[src/rtl/pc_control.sv]
// pc_control: architectural PC, next-PC selection, link register, Z/N status
// register and the one-cycle flush pulse sent to fetch/decode on a redirect.
// Sits directly downstream of the opcode decoder and consumes its class code,
// the beq (aluop2) strobe and statusRegWrite, together with the ALU flags.
module pc_control #(
    parameter int              PC_W     = 32,
    parameter logic [PC_W-1:0] RESET_PC = '0
) (
    input  logic            clk,
    input  logic            reset,
    input  logic            stall,
    input  logic [3:0]      branch_and_jump_identifier,
    input  logic            beq,
    input  logic            statusRegWrite,
    input  logic            alu_zero,
    input  logic            alu_neg,
    input  logic [15:0]     imm16,
    input  logic [25:0]     jtarget,
    input  logic [PC_W-1:0] rs_data,
    output logic [PC_W-1:0] pc,
    output logic [PC_W-1:0] pc_plus4,
    output logic [PC_W-1:0] link_addr,
    output logic            status_z,
    output logic            status_n,
    output logic            flush
);

    // Decoder class codes that steer the PC.
    localparam logic [3:0] ID_JAL = 4'b0001;  // jump-and-link
    localparam logic [3:0] ID_JR  = 4'b0010;  // jump-register
    localparam logic [3:0] ID_BZ  = 4'b0100;  // branch on registered Z

    // Architectural state and its next-state values.
    logic [PC_W-1:0] pc_q,    pc_d;
    logic [PC_W-1:0] link_q,  link_d;
    logic            z_q,     z_d;
    logic            n_q,     n_d;
    logic            flush_q, flush_d;

    // Next-PC datapath.
    logic [PC_W-1:0] seq_pc;
    logic [PC_W-1:0] br_offset;
    logic [PC_W-1:0] br_target;
    logic [PC_W-1:0] jump_target;
    logic [PC_W-1:0] jr_target;
    logic [PC_W-1:0] next_pc;
    logic            taken;
    logic            link_we;

    // The low two bits of rs are discarded by jump-register (word alignment).
    logic            unused_rs_low;
    assign unused_rs_low = ^rs_data[1:0];

    // Sequential fetch address; wraps silently modulo 2^PC_W.
    assign seq_pc = pc_q + PC_W'(4);

    // Word offset: sign-extend first, then scale to bytes.
    assign br_offset   = {{(PC_W-18){imm16[15]}}, imm16, 2'b00};
    assign br_target   = seq_pc + br_offset;

    // Absolute jump keeps the 256 MB region of the delay-free successor.
    assign jump_target = {seq_pc[PC_W-1:PC_W-4], jtarget, 2'b00};

    // Register jumps are forced word aligned.
    assign jr_target   = {rs_data[PC_W-1:2], 2'b00};

    // Priority-ordered next-PC selection. The Z branch deliberately looks at
    // the registered flag so a flag write in the same cycle cannot affect it.
    always_comb begin
        next_pc = seq_pc;
        taken   = 1'b0;
        link_we = 1'b0;
        if (branch_and_jump_identifier == ID_JAL) begin
            next_pc = jump_target;
            taken   = 1'b1;
            link_we = 1'b1;
        end else if (branch_and_jump_identifier == ID_JR) begin
            next_pc = jr_target;
            taken   = 1'b1;
        end else if (branch_and_jump_identifier == ID_BZ) begin
            if (z_q) begin
                next_pc = br_target;
                taken   = 1'b1;
            end
        end else if (beq) begin
            if (alu_zero) begin
                next_pc = br_target;
                taken   = 1'b1;
            end
        end
    end

    // Next-state: a stall freezes all state and suppresses flush; the decoder
    // re-presents the stalled instruction, so nothing is lost or repeated.
    always_comb begin
        pc_d    = pc_q;
        link_d  = link_q;
        z_d     = z_q;
        n_d     = n_q;
        flush_d = 1'b0;
        if (!stall) begin
            pc_d    = next_pc;
            flush_d = taken;
            if (link_we) begin
                link_d = seq_pc;
            end
            if (statusRegWrite) begin
                z_d = alu_zero;
                n_d = alu_neg;
            end
        end
    end

    // State registers; reset acts immediately and overrides any redirect.
    always_ff @(posedge clk or posedge reset) begin
        if (reset) begin
            pc_q    <= RESET_PC;
            link_q  <= '0;
            z_q     <= 1'b0;
            n_q     <= 1'b0;
            flush_q <= 1'b0;
        end else begin
            pc_q    <= pc_d;
            link_q  <= link_d;
            z_q     <= z_d;
            n_q     <= n_d;
            flush_q <= flush_d;
        end
    end

    assign pc        = pc_q;
    assign pc_plus4  = seq_pc;
    assign link_addr = link_q;
    assign status_z  = z_q;
    assign status_n  = n_q;
    assign flush     = flush_q;

endmodule

[config.mk]
export PLATFORM = sky130hd
export DESIGN_NAME = pc_control
export DESIGN_NICKNAME = d
export VERILOG_FILES = /design/src/rtl/pc_control.sv
export SDC_FILE = /design/constraint.sdc
export NUM_CORES = 1
export LEC_CHECK = 0
export CAP_MARGIN = 5
export CORE_ASPECT_RATIO = 0.75
export CORE_UTILIZATION = 43
export CTS_CLUSTER_DIAMETER = 150
export CTS_CLUSTER_SIZE = 14
export DETAILED_ROUTE_END_ITERATION = 8
export GPL_TIMING_DRIVEN = 1
export PLACE_DENSITY = 0.79
export SETUP_SLACK_MARGIN = 0.2
export SYNTH_ARGS = -nofsm -noshare
export SYNTH_HDL_FRONTEND = slang
export SYNTH_SLANG_ARGS = --single-unit
[constraint.sdc]
create_clock -name clk -period 3.65 [get_ports clk]
set_input_delay 0.73 -clock clk [delete_from_list [all_inputs] [get_ports clk]]
set_output_delay 0.73 -clock clk [all_outputs]
set_load 0.1 [all_outputs]
==> impl_metrics.ini <==
[synth]
synth-async-reset-ratio = 1.000
ys.flop_type = dfrtp_1
synth-simple-area-share = 0.2254
ys_seq_area_frac = 0.2837
yosysWarningCount = 0
synth_top_family_by_area = compound AO/OA/AOI/OAI gates
syn_avg_cell_area_um2 = 7.938
yosysUniqueCellTypes = 66
synth_cells = 700
synth_edf_count = 0
synth_mux_area_frac = 0.03963
synthAdderAreaFrac = 0.08467
synth_xor_area_frac = 0.07093
ys_seq_elements = 63
syn_area_mm2 = 0.005557
synth_compound_area_frac = 0.2445

[die]
dieArea_mm2 = 0.01339
core_mm2 = 0.01244
initial_core_util = 0.4468
fp.dieW_um = 133.3
die_h_um = 100.4
pin_count = 184
row_count = 35

[sta]
hold_violations = 0
finalSetupViolCount = 0
tightestPinTransition_ns = 1.010
max_clock_freq_mhz = 274.3
slew_violations = 0
skew_ns = 0.008870
fin_crit_sh = 0.9988
finalCriticalPeriod_ns = 3.645
slew_headroom = 0.3248
rsz0062_at_grt = true
whs_ns = 0.4851

[power]
power_switching_uw = 4747
power_leakage_uw = 0.004097
p_clk_frac = 0.107
comb_power_share = 0.753
internal_power_uw = 3519
p_per_area_mw_per_mm2 = 847.6
finalPower_uw = 8266
seqPwrFrac = 0.140
vdd_drop_max_mv = 0.6873
swShare = 0.5743

[layout]
fin_util = 0.7841
layoutNonFillerInstCount = 1156
n_antenna_cell = 0
final_layout_size_suffix_gt1_frac = 0.3616
area_growth_pct = 75.50
fin_nets = 1107

[hold_path]
min-delay-path-class = reg2reg

[run]
drv_cap = 0

[clock_network]
clockRootBuffer = clkbuf_16
cts_tree = done
clockBufferDepth = 2
cts_buffers = 9
cts_htree_levels = 3
clock-sinks = 63
clk_latency_ns = 0.34
clk_pin_slew_worst_paths_ns = 0.06
hold_buffers = 0

[setup_path]
crit_top_cell = a21oi_2
critPathRequiredTime_ns = 3.87
crit_path_end_kind = flip-flop
crit_buf_inv = 4
cp_slowest_cell = or4_4
cpPeakStageDelay_ns = 0.54
cpLargestDelayFamily = simple AND/OR/NAND/NOR gates
worstSetupPathType = reg2reg
cp-start-kind = flip-flop
cp_data_arrival_time_ns = 3.86
cp_max_fo = 4
path_cells = and4_4 > nand4_4 > nor2_4 > nand4_1 > xor2_2 > clkinvlp_4 > ha_4 > buf_4 > buf_6 > inv_4 > o21bai_1 > a21o_1 > a21oi_2 > o21ai_2 > or4_4 > o221ai_2 > a21oi_2

[drt]
vias_per_cell = 5.840
wl_mm = 23.13
via_count = 6751
routedWlPerCell_um = 20.01
drc = 0
dr.pass1.iters = 5
drt_iter0_markers = 492
antenna_left = 0

[place]
dpl.cell_count = 1107
io_buffers = 175
hpwl_mm = 16.66
gp_congestion = 0.9788

[grt]
grt_max_degree = 47
antenna_found_initial = 0
grt_pass1_vias = 6527
overflow = 0
grt_usage = 0.3366
grt_pass1_wl_mm = 34.58

[run_status]
status = finished clean
==> sequential cells by signal, indices dropped and copies added, names as in the netlist <==
signal / count
flush: 1
status_z: 1
status_n: 1
link_addr: 30
pc: 30
==> cells in the final DEF, fill, tap and decap left out, types with 16 or more instances in the layout <==
cell type	count
nor2_1	59
clkdlybuf4s50_1	135
a21oi_1	48
ha_1	18
ha_4	17
buf_4	154
a21o_1	20
o21ai_0	51
dfrtp_2	24
nand3_1	19
inv_1	16
dfrtp_1	39
mux2_2	16
nand2_1	78
==> cells by family after synthesis <==
kind of cell,Yosys count
AO/OA/AOI/OAI,216
XOR/XNOR,45
adder cells (fa/ha/maj),37
buffers and inverters,67
flip-flops,63
multiplexers,20
other,1
AND/OR/NAND/NOR,251
==> tightest hold or removal path: stages (launching register included) <==
cell and delay, ns:
dfrtp_1 0.34, nand2_1 0.05, o21ai_0 0.06
==> cells in the mapped netlist (4+ instances only) <==
cell type,n,area share
buf_4,6,0.0081
a31oi_1,7,0.0079
nand2b_1,6,0.0068
and2_1,5,0.0056
nor2b_1,7,0.0079
mux2i_1,4,0.0072
ha_1,36,0.081
o21a_1,5,0.0068
inv_1,28,0.019
dfrtp_1,63,0.28
nor4_1,6,0.0068
xnor2_1,24,0.038
o221ai_1,6,0.0095
o31ai_1,4,0.0054
and4_1,4,0.0063
nand3_1,26,0.023
clkbuf_1,26,0.018
a21oi_1,59,0.053
xor2_1,21,0.033
a211oi_1,15,0.020
a21o_1,20,0.027
mux2_2,16,0.032
nor3b_1,4,0.0054
nor2_1,65,0.044
o211ai_1,6,0.0081
nor3_1,14,0.013
o22ai_1,7,0.0079
o21ai_0,61,0.055
nand2_1,80,0.054
nand4_1,6,0.0068
buf_2,4,0.0036
or2_2,4,0.0045
o21bai_1,4,0.0054
or3_1,5,0.0056
==> power groups by stage <==
stage / Sequential (uW) / Clock [uW] / Combinational, uW
after CTS: 1150 / 895 / 5960
after detailed placement: 1150 / 0 / 5790
after floorplan: 2820 / 0 / 2490
final: 1160 / 883 / 6220
after global routing: 1180 / 912 / 6480
after global placement: 1140 / 0 / 5720
==> metrics by stage <==
step	TNS (ns)	setup slack (ns)	cell area (um^2)
after floorplan	-8.190	-0.6813	6193
after global placement	0	0.0003078	8776
after detailed placement	-0.09350	-0.05221	8776
after CTS	0	0.07856	9427
after global routing	-0.1973	-0.08258	9752
final	0	0.004504	9752
==> layer usage <==
metal,vias to the layer above,GRT usage,part of all wire
li1,3077,-,-
met1,3245,0.4540,0.43
met2,382,0.5441,0.46
met3,47,0.06465,0.088
met4,0,0.1110,0.024
met5,-,0,0
==> worst paths after layout <==
path                            cells past startpoint       endpoint  slack [ns]           from
worst min-delay path                                2  link_addr[16]        0.49  link_addr[16]
worst max-delay path                               17         pc[28]       0.005         pc[12]
min in group asynchronous                           2         pc[10]        0.85          reset
worst min register to register                      2  link_addr[16]        0.49  link_addr[16]
max in group asynchronous                           3         pc[25]        2.14          reset
worst max register to register                     17         pc[28]       0.005         pc[12]
==> what timing repair did <==
item / 4_1_cts / 5_1_grt
endpoints found under the setup margin: 12 / 16
buffers inserted: 23 / 10
gates cloned: 0 / 0
resized for setup: 29 / 49
pin swaps: 32 / 36
==> area by class of cell <==
cell class	count	area, um^2
multi-input cells	575	4684
repair buffers	308	2820
flip-flops and latches	63	1607
fillers	833	2685
clock inverters	4	45.04
inverters	28	141.4
clock buffers	12	246.5
well taps	166	207.7
(Power assumes the default switching activity.)
